`config.mk`:
```
export PLATFORM = sky130hd
export DESIGN_NAME = delaychain_sequencer
export DESIGN_NICKNAME = d
export VERILOG_FILES = /design/src/rtl/delaychain_sequencer.sv
export SDC_FILE = /design/constraint.sdc
export NUM_CORES = 1
export LEC_CHECK = 0
export CORE_ASPECT_RATIO = 0.6
export CORE_MARGIN = 10
export CORE_UTILIZATION = 42
export DETAILED_ROUTE_END_ITERATION = 16
export HOLD_SLACK_MARGIN = 0.15
export SETUP_SLACK_MARGIN = 0.3
export SLEW_MARGIN = 0
export SYNTH_ARGS = -nofsm -noshare
export SYNTH_HDL_FRONTEND = slang
export SYNTH_SLANG_ARGS = --single-unit
```
`constraint.sdc`:
```
create_clock -name clk -period 3.45 [get_ports clk]
set_input_delay 0.69 -clock clk [delete_from_list [all_inputs] [get_ports clk]]
set_output_delay 0.69 -clock clk [all_outputs]
set_load 0.01 [all_outputs]
```
`src/rtl/delaychain_sequencer.sv`:
```
`default_nettype none
// ============================================================================
//  Module   : delaychain_sequencer
//  Purpose  : Runs a programmable number of launch/check trials through an
//             attached delay chain. Each trial toggles the launch bit, waits
//             out the chain latency and compares the captured bit against
//             the launch bit. Mismatches are counted and the first failing
//             trial index is recorded.
//  Ports    :
//    clk            - system clock, all state updates on its rising edge
//    rst            - synchronous active-high reset
//    start_i        - run request, honoured only in IDLE
//    trials_i       - number of trials for the run (sampled with start_i)
//    test_mode_i    - chain path select for the run (sampled with start_i)
//    chain_din_o    - registered launch data to the chain
//    chain_test_o   - registered path select to the chain
//    chain_dout_i   - captured data returned by the chain
//    busy_o         - high while a run is in progress
//    done_o         - one-cycle pulse at run completion
//    err_count_o    - mismatching trials in the last run
//    first_fail_o   - index of the first mismatching trial, all-ones if none
//    pass_o         - last run completed with no mismatches
//  Revision : 1.0  initial release
// ============================================================================
module delaychain_sequencer #(
  parameter int LAT = 2,   // launch-to-capture latency of the chain, 2..16
  parameter int CW  = 8    // width of trial count, error count, fail index
) (
  input  logic          clk,
  input  logic          rst,
  input  logic          start_i,
  input  logic [CW-1:0] trials_i,
  input  logic          test_mode_i,
  output logic          chain_din_o,
  output logic          chain_test_o,
  input  logic          chain_dout_i,
  output logic          busy_o,
  output logic          done_o,
  output logic [CW-1:0] err_count_o,
  output logic [CW-1:0] first_fail_o,
  output logic          pass_o
);

  // Wait counter is wide enough for the largest legal latency.
  localparam int               c_wait_w    = 5;
  localparam logic [c_wait_w-1:0] c_wait_load = c_wait_w'(LAT - 2);
  localparam logic [CW-1:0]    c_no_fail   = '1;

  typedef enum logic [2:0] {
    S_IDLE   = 3'd0,
    S_LAUNCH = 3'd1,
    S_WAIT   = 3'd2,
    S_CHECK  = 3'd3,
    S_DONE   = 3'd4
  } state_t;

  state_t                state_q, state_d;
  logic [CW-1:0]         trials_q, trials_d;
  logic [CW-1:0]         idx_q, idx_d;
  logic [c_wait_w-1:0]   wait_q, wait_d;
  logic                  din_q, din_d;
  logic                  test_q, test_d;
  logic                  busy_q, busy_d;
  logic                  done_q, done_d;
  logic [CW-1:0]         err_q, err_d;
  logic [CW-1:0]         ff_q, ff_d;
  logic                  pass_q, pass_d;

  always_ff @(posedge clk) begin
    if (rst) begin
      state_q  <= S_IDLE;
      trials_q <= '0;
      idx_q    <= '0;
      wait_q   <= '0;
      din_q    <= 1'b0;
      test_q   <= 1'b0;
      busy_q   <= 1'b0;
      done_q   <= 1'b0;
      err_q    <= '0;
      ff_q     <= c_no_fail;
      pass_q   <= 1'b0;
    end else begin
      state_q  <= state_d;
      trials_q <= trials_d;
      idx_q    <= idx_d;
      wait_q   <= wait_d;
      din_q    <= din_d;
      test_q   <= test_d;
      busy_q   <= busy_d;
      done_q   <= done_d;
      err_q    <= err_d;
      ff_q     <= ff_d;
      pass_q   <= pass_d;
    end
  end

  always_comb begin
    state_d  = state_q;
    trials_d = trials_q;
    idx_d    = idx_q;
    wait_d   = wait_q;
    din_d    = din_q;
    test_d   = test_q;
    err_d    = err_q;
    ff_d     = ff_q;
    pass_d   = pass_q;

    case (state_q)
      S_IDLE: begin
        if (start_i) begin
          trials_d = trials_i;
          test_d   = test_mode_i;
          err_d    = '0;
          ff_d     = c_no_fail;
          pass_d   = 1'b0;
          idx_d    = '0;
          if (trials_i != '0) begin
            state_d = S_LAUNCH;
            // Toggle on entry so the new launch value spans the LAUNCH cycle.
            din_d   = ~din_q;
          end else begin
            state_d = S_DONE;
          end
        end
      end
      S_LAUNCH: begin
        state_d = S_WAIT;
        wait_d  = c_wait_load;
      end
      S_WAIT: begin
        if (wait_q == '0) begin
          state_d = S_CHECK;
        end else begin
          wait_d = wait_q - 1'b1;
        end
      end
      S_CHECK: begin
        // Captured bit must equal the bit launched LAT cycles earlier,
        // which is still the current launch value.
        if (chain_dout_i != din_q) begin
          err_d = err_q + 1'b1;
          if (ff_q == c_no_fail) begin
            ff_d = idx_q;
          end
        end
        if (idx_q == trials_q - 1'b1) begin
          state_d = S_DONE;
        end else begin
          idx_d   = idx_q + 1'b1;
          state_d = S_LAUNCH;
          din_d   = ~din_q;
        end
      end
      S_DONE: begin
        state_d = S_IDLE;
      end
      default: begin
        state_d = S_IDLE;
      end
    endcase

    // Status outputs are registered from the next state so they line up
    // with the state they describe.
    busy_d = (state_d != S_IDLE);
    done_d = (state_d == S_DONE);
    if ((state_d == S_DONE) && (state_q != S_DONE)) begin
      // Uses the post-check count so the final trial's result is included.
      pass_d = (err_d == '0);
    end
  end

  assign chain_din_o  = din_q;
  assign chain_test_o = test_q;
  assign busy_o       = busy_q;
  assign done_o       = done_q;
  assign err_count_o  = err_q;
  assign first_fail_o = ff_q;
  assign pass_o       = pass_q;

endmodule
`default_nettype wire

```
==> results.txt, run 1 <==
Data on the critical path is required at its endpoint by 3.65 ns. At the end of routability-driven placement, the weighted congestion stood at 0.8679. The post-synthesis average cell area was 8.464 um2; the area added between synthesis and finish was 17.61%. Row generation in the floorplan step produced 21 rows. Counting cells, the worst reg-to-reg path comes to 9. The flow ran to the end, and the final reports show no timing, DRC or antenna violations.

OpenSTA, run right after detailed placement, puts the worst setup slack at 0.6768 ns. The post-CTS resize count came out at 0. The total inserted antenna cells is 0, and the reported leakage power is 1.059 nW.

The via count came out at 2223. The net switching power of the design is 0.5652 mW, and the number of levels in the clock H-tree is 2. The aggregate routed wire length is 6.125 mm. For this run, the leading register cell type out of synthesis is dfxtp_1.

Setup repair after global routing left no endpoint under its margin. Along the worst path, the maximum fanout reaches 12. The fraction of final layout cells sized beyond drive strength 1 is 0.1033, and the initial antenna violation count is 0.

Counting distinct cell types in the post-synthesis netlist gives 58. For the final database, setup skew stands at 0.007848 ns. The starting utilization of the core area is 0.4424. The run gives 316 as the post-synthesis net count.

In this run, synthesis inferred 0 flip-flops with an integrated enable. The worst min-delay path class was reg2reg. The number of buffers added by the clock tree synthesis step was 5; the final worst-path cycle share was 0.7455. Entering global routing, the biggest net connects 28 pins.

In this run the tool buffered the top-level ports with 33 buffer cells. The full die area was 9607 um2. The tools report the wire length of the first global-routing pass as 10.23 mm. The number of warning messages in the yosys log is 0. After clock tree synthesis, the clock-pin slew on the worst setup and hold paths is 0.09 ns. The power density relative to cell area works out to 512.7 nW/um2. The total area inside the core boundary comes to 5702 um2. The detailed-route wire length per cell came out at 14.98 um. The root buffer cell chosen for the clock tree is clkbuf_8.

The critical path is of the reg2reg type. The proportion of synthesized flip-flops having asynchronous set or reset is 0. The startpoint identified for the worst register-to-register timing path is trials_q[0]. Cell internal power was estimated by the tool at 0.9558 mW. Worst setup margin: 0.8782 ns. For the pin with the worst max-slew slack, the measured transition is 0.5742 ns. Max-cap violations in this run came to 0. The power share of the clock group came out at 0.217. The via density per instance works out to 5.435. The setup TNS is 0 ns.

The final number of max-transition violations is 0. After the first detailed-routing iteration, the DRC count stood at 119. The run gives 900.9 um2 as the sequential cell area.

The maximum vdd drop was 0.2967 mV; the die width was 120.0 um. Summing all multi-input logic gate instances after layout gives 1473 um2. The fill cell total of the finished layout is 588. For the final hold violation count, the log shows 0. The end of the worst hold path was chain_test_o. The run gives 0 as the setup violation total in the final timing report. The cts-stage hold buffer count is 0. The switching power as a share of total power came out at 0.3716.

The tools report the end of the worst register-to-register path as idx_q[4]. The mapped cell area was 2522 um2; the number of buffers on the longest clock path was 2. The run gives 0.1275 as the global routing usage summed across all routing layers.

TritonCTS built the clock tree. For the part of the total power dissipated in sequential elements, the log shows 0.432. For the insertion delay of the later-clocked pin in the worst-skew pair, the log shows 0.30 ns. Setup slack on the worst reg-to-reg path comes out at 0.88 ns. The via count of the first global-routing pass was 2032; the y dimension of the die was 80.03 um.

The run gives 0 as the total global routing overflow. The part of the total power dissipated in combinational logic came out at 0.351. The nature of the critical path startpoint was a flop. Pin placement for this block handled 34 I/O pins. Once detail routing completed, the nets flagged for antenna violations numbered 0. The first detailed-routing pass ran for 4 iterations. The worst path needs 2.572 ns of the cycle, external delays included. At the worst endpoint, the arrival time is 2.77 ns. The post-DP HPWL came out at 4.523 mm. The run gives 0.6172 as the headroom to the max-slew limit. STA classifies the critical path endpoint as a flop.

The proportion of synthesized chip area in sequential cells came out at 0.3571. After the last flow step, the layout net total stands at 346. The post-CTS setup buffer count came out at 0. In this run the most critical hold path is launched from chain_test_o. The cell count after synthesis came out at 298. For this design, the sink count on the clock tree is 45. In the routed design, unresolved DRC markers number 0. Based on the critical path, the design can be clocked at up to 388.8 MHz. The worst hold path was traced through 2 stages. After synthesis the netlist holds a flip-flop and latch count of 45.
==> flip-flops by register name, indices dropped and copies added (netlist names) <==
register	flops
state_q	3
idx_q	8
trials_q	8
done_o	1
chain_test_o	1
busy_o	1
chain_din_o	1
wait_q	5
err_count_o	8
first_fail_o	8
pass_o	1
==> kinds of logic (layout without fill, tap and decap cells) <==
family / count (synthesis) / count (layout) / synth area share
simple gates: 134 / 134 / 0.2812
xor+xnor: 19 / 19 / 0.06597
compound gates: 66 / 66 / 0.1870
fa+ha+maj: 5 / 5 / 0.02480
flops: 45 / 45 / 0.3571
buf+inv: 24 / 55 / 0.06151
mux: 5 / 5 / 0.02232
==> power by group through the flow <==
| stage | Sequential (mW) | Clock, mW | Combinational, mW |
|---|---|---|---|
| 2_1_floorplan | 0.641 | 0 | 0.436 |
| 3_3_place_gp | 0.668 | 0 | 0.528 |
| 3_5_place_dp | 0.668 | 0 | 0.536 |
| 4_1_cts | 0.657 | 0.338 | 0.537 |
| 5_1_grt | 0.670 | 0.358 | 0.599 |
| 6_report | 0.657 | 0.330 | 0.534 |
==> worst max-delay path, stage by stage, from the launching register on <==
cell and delay, ns:
dfxtp_1 0.43, inv_1 0.07, ha_1 0.26, xnor2_1 0.15
a211oi_1 0.33, o211ai_1 0.23, o41ai_4 0.52, buf_4 0.28
a2111o_1 0.16, o21ai_1 0.05
==> layout make-up <==
cell class,count,area share
flip-flops and latches,45,0.3037
well taps,80,0.03374
clock inverters,2,0.005061
clock buffers,6,0.02446
inverters,8,0.01012
repair buffers,39,0.1265
multi-input cells,229,0.4964
==> worst max path at each step <==
stage,cells past startpoint,slack [ns],end,start
after floorplan,5,1.26,chain_din_o,start_i
after global placement,5,0.71,chain_din_o,start_i
after detailed placement,6,0.68,idx_q[2],start_i
after CTS,9,0.91,idx_q[4],trials_q[0]
after global routing,9,0.73,idx_q[5],trials_q[0]
final,9,0.88,idx_q[4],trials_q[0]
==> cells in the final DEF, fill, tap and decap left out, types with 3 or more instances in the layout <==
master / instances
dfxtp_1: 45
nand2_1: 36
clkdlybuf4s50_1: 33
nor2_1: 29
a21oi_1: 22
nor3_1: 15
xnor2_1: 11
o21ai_0: 10
inv_1: 8
xor2_1: 8
nand3_1: 7
nand4_1: 6
a2111o_1: 6
buf_4: 6
and3_1: 5
ha_1: 5
clkbuf_8: 5
nor4_1: 4
nand2b_1: 4
o21ai_1: 4
nand3b_1: 3
and4_1: 3
mux2i_1: 3
o2111ai_1: 3
o211ai_1: 3
==> per-layer routing <==
metal,GRT usage,part of all wire
met1,0.1847,0.53
met2,0.1778,0.40
met3,0.04025,0.060
met4,0.02518,0.0038
met5,0,0
==> Yosys cell counts (3+ instances only) <==
| cell type | number | area (um2) |
|---|---|---|
| o211ai_1 | 3 | 22.52 |
| clkbuf_1 | 9 | 33.78 |
| clkbuf_8 | 5 | 68.82 |
| inv_1 | 8 | 30.03 |
| nand3_1 | 7 | 35.03 |
| xnor2_1 | 11 | 96.34 |
| a2111o_1 | 6 | 67.56 |
| nor2_1 | 29 | 108.9 |
| nand2b_1 | 4 | 25.02 |
| nor4_1 | 4 | 25.02 |
| o21ai_0 | 10 | 50.05 |
| nor3_1 | 15 | 75.07 |
| nand3b_1 | 3 | 22.52 |
| dfxtp_1 | 45 | 900.9 |
| ha_1 | 5 | 62.56 |
| xor2_1 | 8 | 70.07 |
| and4_1 | 3 | 26.28 |
| mux2i_1 | 3 | 30.03 |
| and3_1 | 5 | 31.28 |
| o2111ai_1 | 3 | 26.28 |
| nand2_1 | 36 | 135.1 |
| nand4_1 | 6 | 37.54 |
| a21oi_1 | 22 | 110.1 |
| o21ai_1 | 4 | 20.02 |
==> metrics by stage <==
| step | total power, mW | hold slack [ns] | utilization | area, um2 | cells |
|---|---|---|---|---|---|
| floorplan | 1.076 | 0.4496 | - | 2522 | 298 |
| CTS | 1.532 | 0.4643 | 0.5203 | 2967 | 409 |
| global placement | 1.196 | 0.4507 | 0.5049 | 2879 | 401 |
| detailed placement | 1.203 | 0.4515 | 0.5049 | 2879 | 401 |
| global route | 1.627 | 0.4767 | 0.5203 | 2967 | 409 |
| finish | 1.521 | 0.4613 | 0.5203 | 2967 | 409 |
Note: power is estimated with default switching activity, not from simulation.
==> run 2: changes to the inputs <==
==> constraint.sdc (replaced) <==
create_clock -name clk -period 2.6 [get_ports clk]
set_input_delay 0.52 -clock clk [delete_from_list [all_inputs] [get_ports clk]]
set_output_delay 0.52 -clock clk [all_outputs]
set_load 0.01 [all_outputs]
==> run 2 against run 1 <==
  * Non-clock buffer count rose by 11
  * Register-to-register slack got worse by 0.52 ns
  * Worst setup slack worse by 0.52 ns
  * Power grew 42%
  * Hold slack better by 0.014 ns
  * Largest power group unchanged
==> results.txt, run 2 (same netlist as run 1, synthesis figures left out) <==
The count of buffers from port buffering came out at 33 (unchanged). In this design, the largest share of critical-path delay is due to simple AND/OR/NAND/NOR gates. Total area of multi-input combinational cells: 1519 um2 (+3.1%). The library cell used most frequently in the layout, excluding fill and tap cells, is dfxtp_1. Walking the worst path, the cells encountered are or4_4, nor2_2, xnor2_1, o41ai_4, buf_4, buf_2, a2111o_1, nand2_1. The final worst-path cycle share is 0.8620 (+0.1165), and the total iterations of the first detailed-routing run is 4 (unchanged). For the fill cell total of the finished layout, the log shows 540 (-8.2%). The setup TNS came out at 0 ns (unchanged). The full die area was 9607 um2 (unchanged).

The cell at the root of the clock tree was clkbuf_8. The setup violation total in the final timing report was 0 (unchanged); the met3 routed wirelength was 383 um (+4.9%). The wire length of the first global-routing pass is 10.70 mm (+4.6%), and the via density per instance is 5.436 (about the same). The via count of the first global-routing pass came out at 2068 (+1.8%). The logs give 21 (unchanged) for the number of rows created at floorplan and 34 (unchanged) for the I/O pin count. The routed wire length on met2 was 2.588 mm (+4.4%); the number of buffers added by the clock tree synthesis step was 5 (unchanged). The logs give 0 (unchanged) for the final number of max-transition violations and 0 (unchanged) for the initial antenna violation count.

The top fanout value on the critical path was 7 (-5); the combined buffer and inverter count along the critical path was 2 (unchanged). Worst setup margin: 0.3589 ns (-0.5193 ns). The max-capacitance violation count is 0 (unchanged), and the DRC marker count from the first detailed-route iteration is 183 (+54%). The clock period minus worst slack was 2.241 ns (-0.3307 ns); the global routing usage summed across all routing layers was 0.1338 (+0.006298). The worst-path cell with the longest stage delay is or4_4. The routability-driven placement congestion ratio was 0.8560 (-1.4%).

Largest clock skew in the final design: 0.009554 ns (+0.001706 ns). The data arrival time at the worst-slack endpoint was 2.49 ns (-0.28 ns); the fraction of final layout cells sized beyond drive strength 1 was 0.1647 (+0.06136). The headroom to the max-slew limit is 0.5963 (-0.02093).

Insertion delay of the later-clocked pin in the worst-skew pair: 0.29 ns (about the same). The transition time at the pin with the least slew margin came out at 0.6056 ns (+0.03139 ns). Classification of the worst setup path: reg2reg.

STA classifies the critical path startpoint as a flop. For the total global routing overflow, the log shows 0 (unchanged). Setup repair after global routing could not meet its margin everywhere.

The maximum number of pins on one net before global-route repair was 26 (-7.1%). The area added between synthesis and finish came out at 24.26%. The maximum cell stage delay along the critical path is 0.55 ns (+0.03 ns).

The tools report the pre-CTS worst setup slack as -0.01382 ns (-0.6906 ns). The worst setup path is captured at a flop. The clock-pin slew of the registers on the worst-case setup and hold paths works out to 0.09 ns (about the same).

Final cell utilization of the core: 0.5497 (+0.02941). The final hold violation count was 0 (unchanged); the detailed-route wire length per cell was 15.57 um (+4.0%). The tools report the via count as 2283 (+2.7%). The highest attainable clock frequency is 446.2 MHz (+15%). The logs give 2 (unchanged) for the number of levels in the clock H-tree and 0.4424 (unchanged) for the starting utilization of the core area. The min-delay analysis places its worst path in the category reg2reg.

The logs give 4.705 mm (+4.0%) for the post-DP HPWL and 6.541 mm (+6.8%) for the aggregate routed wire length. Highest layer used for signal routing: met4. The power density relative to cell area is 688.0 nW/um2 (+34%), and the placeable core region is 5702 um2 (unchanged). The detailed-route DRC error count was 0 (unchanged); the sequential cell area was 909.6 um2 (+0.97%). The y dimension of the die was 80.03 um (unchanged); the die width was 120.0 um (unchanged). The tools report the layout net count as 357 (+3.2%).

Remaining antenna violation count after routing: 0 (unchanged). The maximum vdd drop was 0.3800 mV (+28%). The total inserted antenna cells came out at 0 (unchanged). Required time at the worst-slack endpoint: 2.85 ns (-0.80 ns).

TritonCTS built the clock tree. The run finished with clean final reports. The top cell types in the final layout, fill and taps aside, are dfxtp_1, nand2_1, clkdlybuf4s50_1. Wire length on met1: 3.552 mm (+9.1%).

The run gives 1.144 nW (+8.1%) as the reported leakage power. Total power of the final layout: 2.156 mW (+42%). The tools report the number of buffers on the longest clock path as 2 (unchanged).

Sink count of the clock tree: 45 (unchanged).
==> run 2: stage by stage <==
stage	hold WS (ns)	area, um2	std cells
final	0.4753	3134	420
after global routing	0.5146	3134	420
after CTS	0.4776	3075	417
after detailed placement	0.4647	2952	409
after global placement	0.4605	2952	409
after floorplan	0.4496	2522	298
==> run 2: path summary, 6_finish.rpt <==
| path | from | endpoint | slack, ns | cells after the start |
|---|---|---|---|---|
| worst max-delay path | trials_q[3] | idx_q[2] | 0.36 | 8 |
| worst min-delay path | trials_q[7] | trials_q[7] | 0.48 | 2 |
| worst max register to register | trials_q[3] | idx_q[2] | 0.36 | 8 |
| worst min register to register | trials_q[7] | trials_q[7] | 0.48 | 2 |
==> run 2: timing repair <==
action                                  CTS  global route
setup buffers                             0             2
pin swaps                                 3             7
gates resized for setup                   6            11
endpoints found under the setup margin   12            20
hold buffers                              0             0
gates cloned                              0             1
endpoints found under the hold margin     0             0
==> run 2: worst register-to-register path: cells and delay by family, from the launching register on <==
| kind | cells | cell delay [ns] |
|---|---|---|
| and+or+nand+nor | 3 | 0.72 |
| buffers and inverters | 2 | 0.33 |
| AOI/OAI and AO/OA | 2 | 0.55 |
| DFF | 1 | 0.38 |
| xor gates and xnor gates | 1 | 0.21 |
==> run 2: layout make-up <==
| class | count | share of cell area |
|---|---|---|
| Multi-Input combinational cell | 229 | 0.4846 |
| Tap cell | 80 | 0.03194 |
| Clock buffer | 7 | 0.03074 |
| Inverter | 8 | 0.01038 |
| Timing Repair Buffer | 50 | 0.1505 |
| Sequential cell | 45 | 0.2902 |
| Clock inverter | 1 | 0.001597 |
==> run 2: power by group <==
group | leakage [nW] | internal, mW | total [mW] | switching, mW
sequential | 0.367 | 0.768 | 0.846 | 0.0783
clock | 0.0542 | 0.241 | 0.481 | 0.240
combinational | 0.722 | 0.377 | 0.829 | 0.452
total | 1.14 | 1.39 | 2.16 | 0.771
==> run 2: per-layer routing <==
layer,up-vias,GRT usage
li1,1150,-
met1,1086,0.1977
met2,45,0.1844
met3,2,0.04167
met4,0,0.02158
met5,-,0
==> run 3: changes to the inputs <==
==> constraint.sdc (replaced) <==
create_clock -name clk -period 2.54 [get_ports clk]
set_input_delay 0.508 -clock clk [delete_from_list [all_inputs] [get_ports clk]]
set_output_delay 0.508 -clock clk [all_outputs]
set_load 0.01 [all_outputs]
==> run 3 against run 2 <==
  * Wire length shrank 0.17%
  * Critical endpoint is now chain_din_o
  * Maximum frequency about the same
  * Worst setup slack got worse by 0.060 ns
  * Count of clock-buffer cells in the layout fell by 1
  * Register-to-register slack got worse by 0.06 ns
  * Via count is 1.8% higher
  * Clock power is 11% lower
  * Die area is the same
  * Non-clock buffer count is 5 higher
  * Critical path depth is 1 higher
  * Sequential power up 4.7%
  * Clock skew is 0.0043 ns lower
  * Critical path type unchanged
==> results.txt, run 3 (same netlist as run 1, synthesis figures left out) <==
For the placeable core region, the log shows 5702 um2 (unchanged). For the sink count of the clock tree, the log shows 45 (unchanged). The die width is 120.0 um (unchanged), and the layout net count is 362 (+1.4%). The run gives 0.9139 (+6.8%) as the routability-driven placement congestion ratio.

The power density relative to cell area is 684.7 nW/um2 (-0.48%). The worst setup path is captured at a flop. The via count was 2325 (+1.8%); the highest attainable clock frequency was 446.2 MHz (about the same). The max-capacitance violation count came out at 0 (unchanged). The via count of the first global-routing pass was 2298 (+11%). The logs give 0 (unchanged) for the total global routing overflow and 2.73 ns (-0.12 ns) for the required time at the worst-slack endpoint. The cts-stage hold buffer count was 0 (unchanged); the clock period minus worst slack was 2.241 ns (+0.0002280 ns). Leaving out fill and tap cells, the most frequent cells in the layout are dfxtp_1, nand2_1, clkdlybuf4s50_1.

The headroom to the max-slew limit is 0.6172 (+0.02087). Setup repair after global routing could not meet its margin everywhere. The total iterations of the first detailed-routing run was 5 (+1). The DRC marker count from the first detailed-route iteration is 145 (-21%), and the maximum number of pins on one net before global-route repair is 24 (-7.7%).

The final worst-path cycle share works out to 0.8824 (+0.02045). The number of buffers added by the clock tree synthesis step came out at 5 (unchanged). The number of non-filler instances in the completed layout came out at 425 (+1.2%). The tools report the total instance count after detailed placement as 411 (+0.49%). The total area of multi-input combinational cells is 1551 um2 (+2.1%), and the clock-pin slew of the registers on the worst-case setup and hold paths is 0.08 ns (about the same). The area growth from synthesis to layout is 26.09%. The insertion delay of the later-clocked pin in the worst-skew pair is 0.29 ns (about the same), and the transition time at the pin with the least slew margin is 0.5743 ns (-0.03130 ns). TritonCTS built the clock tree. The starting utilization of the core area was 0.4424 (unchanged).

The cell sitting at the root of the clock tree is a clkbuf_8. Sequential cell area: 913.4 um2 (+0.41%). The detailed-route wire length per cell was 15.36 um (-1.3%). The via density per instance works out to 5.471 (+0.64%). The logs give 2 (unchanged) for the number of levels in the clock H-tree and 9607 um2 (unchanged) for the full die area.

The aggregate routed wire length is 6.530 mm (-0.17%). The flow ran to the end, and the final reports show no timing, DRC or antenna violations. Y dimension of the die: 80.03 um (unchanged). Global routing usage summed across all routing layers: 0.1393 (+0.005495).

The number of rows created at floorplan is 21 (unchanged), and the detailed-route DRC error count is 0 (unchanged). In this run the worst hold path is classified as reg2reg. The tools report the fill cell total of the finished layout as 554 (+2.6%).

Total power of the final layout: 2.178 mW (+0.99%). The fraction of final layout cells sized beyond drive strength 1 is 0.1884 (+0.02370), and the data arrival time at the worst-slack endpoint is 2.43 ns (-0.06 ns). The total inserted antenna cells was 0 (unchanged); the final hold violation count was 0 (unchanged). The final number of max-transition violations was 0 (unchanged). Most frequent standard cell in the layout excluding fill and tap cells: dfxtp_1. The top fanout value on the critical path works out to 4 (-3). The reported leakage power was 1.174 nW (+2.7%); the I/O pin count was 34 (unchanged). The run gives 11.26 mm (+5.3%) as the wire length of the first global-routing pass.

For the maximum vdd drop, the log shows 0.3878 mV (+2.0%). The setup violation total in the final timing report is 0 (unchanged). The classification of the worst setup path was reg2reg. The run gives 0 (unchanged) as the initial antenna violation count.

The number of buffers on the longest clock path was 2 (unchanged); the largest clock skew in the final design was 0.005264 ns (-0.004290 ns). STA classifies the critical path startpoint as a flop. The run gives 0 (unchanged) as the remaining antenna violation count after routing. The post-DP HPWL was 4.743 mm (+0.80%); the count of buffers from port buffering was 33 (unchanged).
-- run 3: cell count changes in the layout (fill, tap and decap cells not counted), sizes merged --
| cell | before | now |
|---|---|---|
| buf | 17 | 22 |
| clkbuf | 7 | 6 |
| clkinv | 1 | 2 |
-- run 3: metrics by stage --
step                      setup WS [ns]    util  instance area, um2   TNS [ns]  hold slack, ns
after floorplan                  0.3566       -                2522          0          0.4496
after global placement          0.04533  0.5181                2954          0          0.4594
after detailed placement      -0.003463  0.5181                2954  -0.004386          0.4573
after CTS                        0.2961  0.5370                3062          0          0.4755
after global routing             0.2231  0.5578                3181          0          0.5056
final                            0.2986  0.5578                3181          0          0.4697
-- run 3: layer usage --
metal | track usage | wire length (um) | vias to the layer above
met4 | 0.03118 | 23 | 0
met1 | 0.1957 | 3339 | 1092
li1 | - | - | 1164
met3 | 0.03814 | 444 | 2
met2 | 0.2057 | 2724 | 67
met5 | 0 | 0 | -
-- run 3: final cells by class --
class,instances,area share
clock buffers,6,0.02282
flip-flops and latches,45,0.2872
well taps,80,0.03147
clock inverters,2,0.003147
multi-input cells,229,0.4878
inverters,8,0.009441
repair buffers,55,0.1581
-- run 3: where the power goes --
part	switching (mW)	total (mW)	internal [mW]
Sequential	0.100	0.886	0.786
Combinational	0.468	0.864	0.396
Clock	0.237	0.428	0.191
Total	0.805	2.18	1.37
-- run 3: worst max-delay path, stage by stage (launching register included) --
cell      delay [ns]
dfxtp_4         0.37
inv_2           0.04
ha_4            0.24
xnor2_2         0.13
a211oi_2        0.19
o211ai_1        0.19
o41ai_4         0.39
buf_4           0.20
a21oi_2         0.07
mux2_4          0.30
-- run 3: worst paths after layout --
| kind | endpoint | depth (start not counted) | startpoint | slack (ns) |
|---|---|---|---|---|
| worst max register to register | chain_din_o | 9 | trials_q[0] | 0.30 |
| worst min-delay path | pass_o | 2 | pass_o | 0.47 |
| worst min register to register | pass_o | 2 | pass_o | 0.47 |
| worst max-delay path | chain_din_o | 9 | trials_q[0] | 0.30 |
-- run 3: what timing repair did --
action                                 4_1_cts  5_1_grt
endpoints found under the hold margin        0        0
gates cloned                                 0        1
resized for setup                            7       20
pin swaps                                    2        7
setup endpoints to repair                   12       19
buffers inserted                             0        5
